--- src/rtl/hsid_pkg.sv ---
// Shared types and default widths for the HSID distance pipeline.
package hsid_pkg;

   typedef enum logic [1:0] {
      IDLE = 2'd0,
      ACC  = 2'd1,
      HOLD = 2'd2
   } hsid_sq_acc_state_t;

   localparam int HSID_DATA_WIDTH     = 16;
   localparam int HSID_BAND_CNT_WIDTH = 8;

endpackage

--- src/rtl/hsid_sat_add.sv ---
// Combinational W-bit adder with carry-out as overflow flag.
// Saturates at all-ones when HSID_SQ_ACC_SAT_EN is defined, wraps otherwise.
module hsid_sat_add #(
   parameter int W = 40
) (
   input  logic [W-1:0] a,
   input  logic [W-1:0] b,
   output logic [W-1:0] sum,
   output logic         ovf
);

   logic [W:0] full;

   assign full = {1'b0, a} + {1'b0, b};
   assign ovf  = full[W];

`ifdef HSID_SQ_ACC_SAT_EN
   assign sum = full[W] ? {W{1'b1}} : full[W-1:0];
`else
   assign sum = full[W-1:0];
`endif

endmodule

--- src/rtl/hsid_sq_acc.sv ---
// Per-pixel squared-difference accumulator with registered valid/ready result.
// HSID_SQ_ACC_SAT_EN selects saturating sum plus overflow flag; default wraps.
module hsid_sq_acc
   import hsid_pkg::*;
#(
   parameter int DATA_WIDTH     = HSID_DATA_WIDTH,
   parameter int ACC_WIDTH      = 40,
   parameter int BAND_CNT_WIDTH = HSID_BAND_CNT_WIDTH
) (
   input  logic                      clk,
   input  logic                      rst,
   input  logic                      clear,
   input  logic                      sq_valid_in,
   input  logic [2*DATA_WIDTH-1:0]   sq_data_in,
   input  logic                      sq_last_in,
   output logic                      sq_ready_out,
   output logic                      acc_valid_out,
   input  logic                      acc_ready_in,
   output logic [ACC_WIDTH-1:0]      acc_data_out,
   output logic [BAND_CNT_WIDTH-1:0] acc_band_cnt_out,
   output logic                      acc_ovf_out
);

   hsid_sq_acc_state_t        state;
   logic [ACC_WIDTH-1:0]      psum;
   logic [BAND_CNT_WIDTH-1:0] pcnt;
   logic [ACC_WIDTH-1:0]      add_a, add_b, add_sum;
   logic                      add_ovf;
   logic [BAND_CNT_WIDTH-1:0] nxt_cnt;
   logic                      accept;

   assign sq_ready_out = !acc_valid_out || acc_ready_in;
   assign accept       = sq_valid_in && sq_ready_out;

   // Outside ACC a sample opens a fresh pixel, so the adder sees zero.
   assign add_a   = (state == ACC) ? psum : '0;
   assign add_b   = ACC_WIDTH'(sq_data_in);
   assign nxt_cnt = (state != ACC) ? BAND_CNT_WIDTH'(1) :
                    (&pcnt)        ? pcnt : pcnt + BAND_CNT_WIDTH'(1);

   hsid_sat_add #(.W(ACC_WIDTH)) u_add (
      .a   (add_a),
      .b   (add_b),
      .sum (add_sum),
      .ovf (add_ovf)
   );

`ifdef HSID_SQ_ACC_SAT_EN
   logic povf, nxt_ovf;
   assign nxt_ovf = ((state == ACC) && povf) || add_ovf;
`else
   logic unused_add_ovf;
   assign unused_add_ovf = add_ovf;
   assign acc_ovf_out    = 1'b0;
`endif

   always_ff @(posedge clk or posedge rst) begin
      if (rst) begin
         state            <= IDLE;
         psum             <= '0;
         pcnt             <= '0;
         acc_valid_out    <= 1'b0;
         acc_data_out     <= '0;
         acc_band_cnt_out <= '0;
`ifdef HSID_SQ_ACC_SAT_EN
         povf             <= 1'b0;
         acc_ovf_out      <= 1'b0;
`endif
      end else if (clear) begin
         state            <= IDLE;
         psum             <= '0;
         pcnt             <= '0;
         acc_valid_out    <= 1'b0;
         acc_data_out     <= '0;
         acc_band_cnt_out <= '0;
`ifdef HSID_SQ_ACC_SAT_EN
         povf             <= 1'b0;
         acc_ovf_out      <= 1'b0;
`endif
      end else if (accept) begin
         // An accept in HOLD implies acc_ready_in, so the old result is consumed here.
         if (sq_last_in) begin
            acc_data_out     <= add_sum;
            acc_band_cnt_out <= nxt_cnt;
            acc_valid_out    <= 1'b1;
            psum             <= '0;
            pcnt             <= '0;
            state            <= HOLD;
`ifdef HSID_SQ_ACC_SAT_EN
            acc_ovf_out      <= nxt_ovf;
            povf             <= 1'b0;
`endif
         end else begin
            psum          <= add_sum;
            pcnt          <= nxt_cnt;
            acc_valid_out <= 1'b0;
            state         <= ACC;
`ifdef HSID_SQ_ACC_SAT_EN
            povf          <= nxt_ovf;
`endif
         end
      end else if ((state == HOLD) && acc_ready_in) begin
         acc_valid_out <= 1'b0;
         state         <= IDLE;
      end
   end

endmodule
--- config.mk ---
export PLATFORM = sky130hd
export DESIGN_NAME = hsid_sq_acc
export DESIGN_NICKNAME = d
export VERILOG_FILES = /design/src/rtl/hsid_pkg.sv /design/src/rtl/hsid_sat_add.sv /design/src/rtl/hsid_sq_acc.sv
export SDC_FILE = /design/constraint.sdc
export NUM_CORES = 1
export LEC_CHECK = 0
export BUFFER_PORTS_ARGS = -buffer_cell sky130_fd_sc_hd__buf_4
export CORE_MARGIN = 5
export CORE_UTILIZATION = 41
export CTS_CLUSTER_DIAMETER = 50
export DETAILED_ROUTE_END_ITERATION = 12
export GPL_ROUTABILITY_DRIVEN = 0
export GPL_TIMING_DRIVEN = 0
export PLACE_DENSITY = 0.59
export SLEW_MARGIN = 20
export SYNTH_ARGS = -nofsm -noshare
export SYNTH_HDL_FRONTEND = slang
export SYNTH_SLANG_ARGS = --single-unit
--- constraint.sdc ---
create_clock -name clk -period 4.5 [get_ports clk]
set_input_delay 0.45 -clock clk [delete_from_list [all_inputs] [get_ports clk]]
set_output_delay 0.45 -clock clk [all_outputs]
set_load 0.02 [all_outputs]
; ---- After elaboration in Yosys (flattened, before gate mapping)
; Index checks and enable logic that the tools add are counted.
[classes]
mux = 23
reduce_logical = 9
n_eq_ne = 3
addsub = 2
[ops]
columns = op, n
row1 = 40-bit 2-to-1 mux, 7
row2 = 8-bit 2-to-1 mux, 8
row3 = 40-bit by 32-bit adder with 40-bit output, 1
row4 = 8-bit by 1-bit adder with 8-bit output (second input constant), 1
row5 = 2-bit 2-to-1 mux, 4
row6 = 8-bit AND reduction, 1
row7 = 1-bit 2-to-1 mux, 4
row8 = 2-bit nonzero test, 2
row9 = 3-bit nonzero test, 1
row10 = 2-bit by 1-bit equality test with 1-bit output (second input constant), 1
row11 = 2-bit equality test (second input constant), 1
row12 = 1-bit logical AND, 2
row13 = 2-bit by 1-bit != test with 1-bit output (second input constant), 1
row14 = 2-bit AND reduction, 1
row15 = 1-bit zero test, 1
row16 = 1-bit logical OR, 1
[totals]
word_cells = 43
reg_bits = 99
input_bits = 38

; ---- Longest topological paths before layout
[logic_depth]
depth_word = 6
depth_mapped = 15
ltp_nobuf = 12

; ---- Cells and area by module
; Synthesis repeated with hierarchy kept, for this count alone.
[hier_totals]
cells_unflattened = 643
area_unflattened_um2 = 6317.3
[by_module_without_submodules]
columns = mod, cells_per_inst, instances, seq_area_each_um2, area_each_um2
row1 = hsid_sq_acc, 335, 1, 2452.4, 4102.7
row2 = hsid_sat_add, 308, 1, 0.0, 2214.6

; ---- Worst setup path after synthesis
; Ideal clock, no wire load.
[synth_path]
path_kind = reg-to-reg
from = reg acc_valid_out
to = reg acc_data_out[32]
setup_time_ns = 0.082
n_path_buf = 3
required_time_ns = 4.418
path_stages_with_launch = 15
arrival_time_ns = 3.495
setup_slack_ns = 0.923
period_less_slack_ns = 3.577
path_cell_list = dfrtp_1 > nor2b_1 > clkbuf_1 > clkbuf_1 > clkbuf_1 > and2_1 > ha_1 > a21o_1 > a221oi_4 > o21ai_2 > a21o_1 > o21ai_2 > nand2_2 > or4_1 > a31oi_1
[synth_between]
elab_chain_len = 5
[synth_rtl]
columns = element, line_no
row1 = start: declaration, hsid_sq_acc.sv:17  ; output logic acc_valid_out,
row2 = start signal: assignment, hsid_sq_acc.sv:62  ; acc_valid_out <= 1'b0;
row3 = start signal: assignment, hsid_sq_acc.sv:73  ; acc_valid_out <= 1'b0;
row4 = start signal: assignment, hsid_sq_acc.sv:85  ; acc_valid_out <= 1'b1;
row5 = 1-bit zero test, hsid_sq_acc.sv:32  ; assign sq_ready_out = !acc_valid_out || acc_ready_in;
row6 = 1-bit logical OR, hsid_sq_acc.sv:32
row7 = 1-bit logical AND, hsid_sq_acc.sv:33  ; assign accept = sq_valid_in && sq_ready_out;
row8 = 2-bit nonzero test (no source line), --
row9 = 2-bit AND reduction (no source line), --
row10 = end signal: assignment, hsid_sq_acc.sv:83  ; acc_data_out <= add_sum;
row11 = end: declaration, hsid_sq_acc.sv:19  ; output logic [ACC_WIDTH-1:0] acc_data_out,
; Every way passes these cells.
; A chain may end at the register's enable or synchronous reset.

; ---- Final worst setup path
[layout_path]
from = reg acc_valid_out
to = reg acc_data_out[34]
; Same word-level chain as after synthesis.

==> flow_summary.json <==
{
  "synth_cell_types": 75,
  "final.setup.tns_ns": 0,
  "synth-seq-cells": 98,
  "finalCritPeriodShare": 0.928,
  "swShare": 0.289,
  "wl_um": 19000,
  "ir_worst_vdd_uv": 160,
  "syn_nets": 806,
  "synthAdderAreaFrac": 0.0681,
  "num_rows": 45,
  "areaGrowthSynthToFinish_pct": 18.9,
  "yosysWarnings": 0,
  "yosysTopAreaCell": "dfrtp_1",
  "cts_made_buffers": 9,
  "yosys-top-cells-count": "nand2_1, dfrtp_1, a21oi_1",
  "ant_nets": 0,
  "start_util": 0.418,
  "start_kind": "flop",
  "hold_slack_ns": 0.0649,
  "tightest_slew_ns": 0.781,
  "cts_tree": "built",
  "dieWidth_um": 134,
  "power_density_mw_per_mm2": 265,
  "fin_util": 0.497,
  "chipHeight_um": 134,
  "die_area_sq_mm": 0.0181,
  "p_clk_frac": 0.356,
  "relSlewSlack": 0.476,
  "synth_top_family_by_area": "compound AO/OA/AOI/OAI gates",
  "final_nets": 906,
  "max-cap-violations": 0,
  "clockBufferDepth": 2,
  "drt_iter0_markers": 502,
  "synthTopCellsByArea": "dfrtp_1, nand2_1, ha_1",
  "syn_area_sq_mm": 0.00635,
  "criticalPathCategory": "reg2reg",
  "insertion_delay_ns": 0.35,
  "cp_data_arrival_time_ns": 4.42,
  "ios": 89,
  "route.detailed.drc": 0,
  "dp.cells": 1009,
  "reg2reg_depth": 14,
  "status": "finished, final reports clean",
  "drive_above_1_share": 0.159,
  "max_freq_mhz": 240,
  "netlist_instances": 734,
  "wire_per_inst_um": 18.5,
  "fin_cells": 1025,
  "finalMaxSlewViolations": 0,
  "overflow": 0,
  "track_usage": 0.217,
  "htreeDepth": 3,
  "cp-end-kind": "flop",
  "dr.pass1.iters": 5,
  "combPwrFrac": 0.176,
  "vias": 5957,
  "synth_ff_type": "dfrtp_1",
  "cts_root_buf": "clkbuf_16",
  "ys_seq_area_frac": 0.386,
  "final.fill_count": 1442,
  "synth_top_area_frac": 0.386,
  "p_int_w": 0.00142,
  "cts_hold_buf": 0,
  "hpwl_um": 14200,
  "worst_setup_hold_path_clk_slew_ns": 0.07,
  "final_hold_viol_count": 0,
  "antenna_found_initial": 0,
  "via_per_inst": 5.81,
  "regArea_sq_mm": 0.00245,
  "synth.most_common_cell": "nand2_1",
  "finalPower_w": 0.00200,
  "path_max_fanout": 10,
  "multi_input_area_sq_mm": 0.00369,
  "min_path_type": "in2async",
  "synth_xor_xnor_area_share": 0.0455,
  "grt_pass1_wl_um": 31200,
  "synth-edff-count": 0,
  "cp.required_ns": 4.74,
  "synth_compound_area_frac": 0.256,
  "grt_pass1_vias": 5845,
  "synth-simple-area-share": 0.204,
  "period_needed_ns": 4.17,
  "finalClockSkew_ns": 0.00703,
  "async_flop_share": 1.00,
  "numPortBuffers": 86,
  "net-switching-power_w": 0.000578,
  "syn-mean-instance-area_sq_um": 8.66,
  "cts_sinks": 98,
  "setup_violations": 0,
  "sequentialPowerShare": 0.468,
  "synth_mux_area_frac": 0.00473,
  "leakagePower_nw": 3.47,
  "core_sq_mm": 0.0152,
  "grt_max_degree": 70,
  "antenna_cells": 0,
  "rsz0062_at_grt": "false"
}
==> power groups by stage <==
stage               sequential [W]  combinational (W)  clock [W]
global route              0.000938           0.000390   0.000767
global placement          0.000950           0.000345          0
floorplan                 0.000971           0.000191          0
CTS                       0.000934           0.000354   0.000734
finish                    0.000935           0.000352   0.000712
detailed placement        0.000951           0.000353          0
==> worst max-delay path, stage by stage, from the launching register on <==
cell and delay [ns]:
dfrtp_1 0.44, nor2b_1 0.13, clkbuf_1 0.34, clkbuf_2 0.34
clkbuf_2 0.26, and2_1 0.15, ha_1 0.27, a21o_1 0.25
a221oi_4 0.41, o21ai_2 0.17, a21oi_1 0.28, a21boi_1 0.16
o21ai_1 0.38, a2111oi_0 0.18, a211oi_1 0.30
==> routing by layer <==
layer  global-route usage  wire length, um
met2                0.341             8740
met5                    0                0
met1                0.304             8720
met3               0.0283              986
met4               0.0871              551
==> area by class of cell <==
cell class,instances,share of cell area
clock inverters,4,0.00265
multi-input cells,579,0.488
clock buffers,10,0.0316
plain buffers,45,0.0243
inverters,12,0.00662
flip-flops and latches,98,0.325
well taps,188,0.0311
repair buffers,89,0.0911
==> timing repair <==
item	4_1_cts	5_1_grt
buffers inserted	0	2
gates cloned	0	0
gates resized for setup	1	5
setup endpoints to repair	1	8
==> cell families (layout without fill, tap and decap cells) <==
group	count (synthesis)	count (layout)
buffers and inverters	57	160
flip-flops	98	98
AO/OA/AOI/OAI	231	231
other	1	1
XOR/XNOR	33	33
AND/OR/NAND/NOR	277	277
multiplexers	3	3
adder cells (fa/ha/maj)	34	34
==> per-stage QoR <==
step,setup slack (ns),instance area [sq um]
after floorplan,0.923,6350
after global routing,0.00535,7560
after global placement,-0.0303,7240
final,0.325,7560
after CTS,0.140,7530
after detailed placement,0.0140,7270
==> cell usage in the layout, fill, tap and decap left out, types with 3 or more instances in the layout <==
cell type | netlist | final
nand3_1 | 22 | 22
ha_1 | 33 | 33
a21oi_1 | 70 | 70
xor2_1 | 17 | 17
a31oi_1 | 6 | 6
a22o_1 | 28 | 28
inv_1 | 12 | 11
o211a_1 | 3 | 3
mux2i_1 | 3 | 3
o22ai_1 | 4 | 4
clkbuf_16 | 0 | 9
o21ai_0 | 32 | 32
or4_1 | 5 | 5
o21a_1 | 6 | 6
xnor2_1 | 16 | 16
nor2_1 | 39 | 39
buf_1 | 3 | 3
or3_1 | 5 | 5
and2_1 | 36 | 36
and3_1 | 7 | 7
nand2_1 | 122 | 122
o21ai_1 | 6 | 6
clkbuf_1 | 39 | 36
nor4_1 | 3 | 3
o211ai_1 | 9 | 9
clkbuf_2 | 0 | 3
a2111oi_0 | 3 | 3
dfrtp_1 | 98 | 98
a21o_1 | 12 | 12
nor3_1 | 15 | 14
a211oi_2 | 2 | 3
buf_4 | 1 | 89
nand2b_1 | 3 | 3
nand4_1 | 12 | 12
nor2b_1 | 3 | 3
a211oi_1 | 10 | 9
clkinv_2 | 0 | 4
==> path summary, 6_finish.rpt <==
kind,start,end,slack [ns]
setup / recovery,acc_valid_out$_DFFE_PP0P_,acc_data_out[34]$_DFFE_PP0P_,0.33
hold / removal,rst,acc_data_out[13]$_DFFE_PP0P_,0.06
min in group clk,sq_valid_in,acc_valid_out$_DFFE_PP0P_,0.42
hold reg to reg,psum[27]$_DFFE_PP0P_,psum[27]$_DFFE_PP0P_,0.48
setup reg to reg,acc_valid_out$_DFFE_PP0P_,acc_data_out[34]$_DFFE_PP0P_,0.33
max in group asynchronous,rst,acc_data_out[30]$_DFFE_PP0P_,3.79
==> flip-flops by register name (all words and copies together) (netlist names) <==
name,flops
pcnt,8
psum,40
state,1
acc_valid_out,1
acc_band_cnt_out,8
acc_data_out,40
Note: power is estimated with default switching activity, not from simulation.
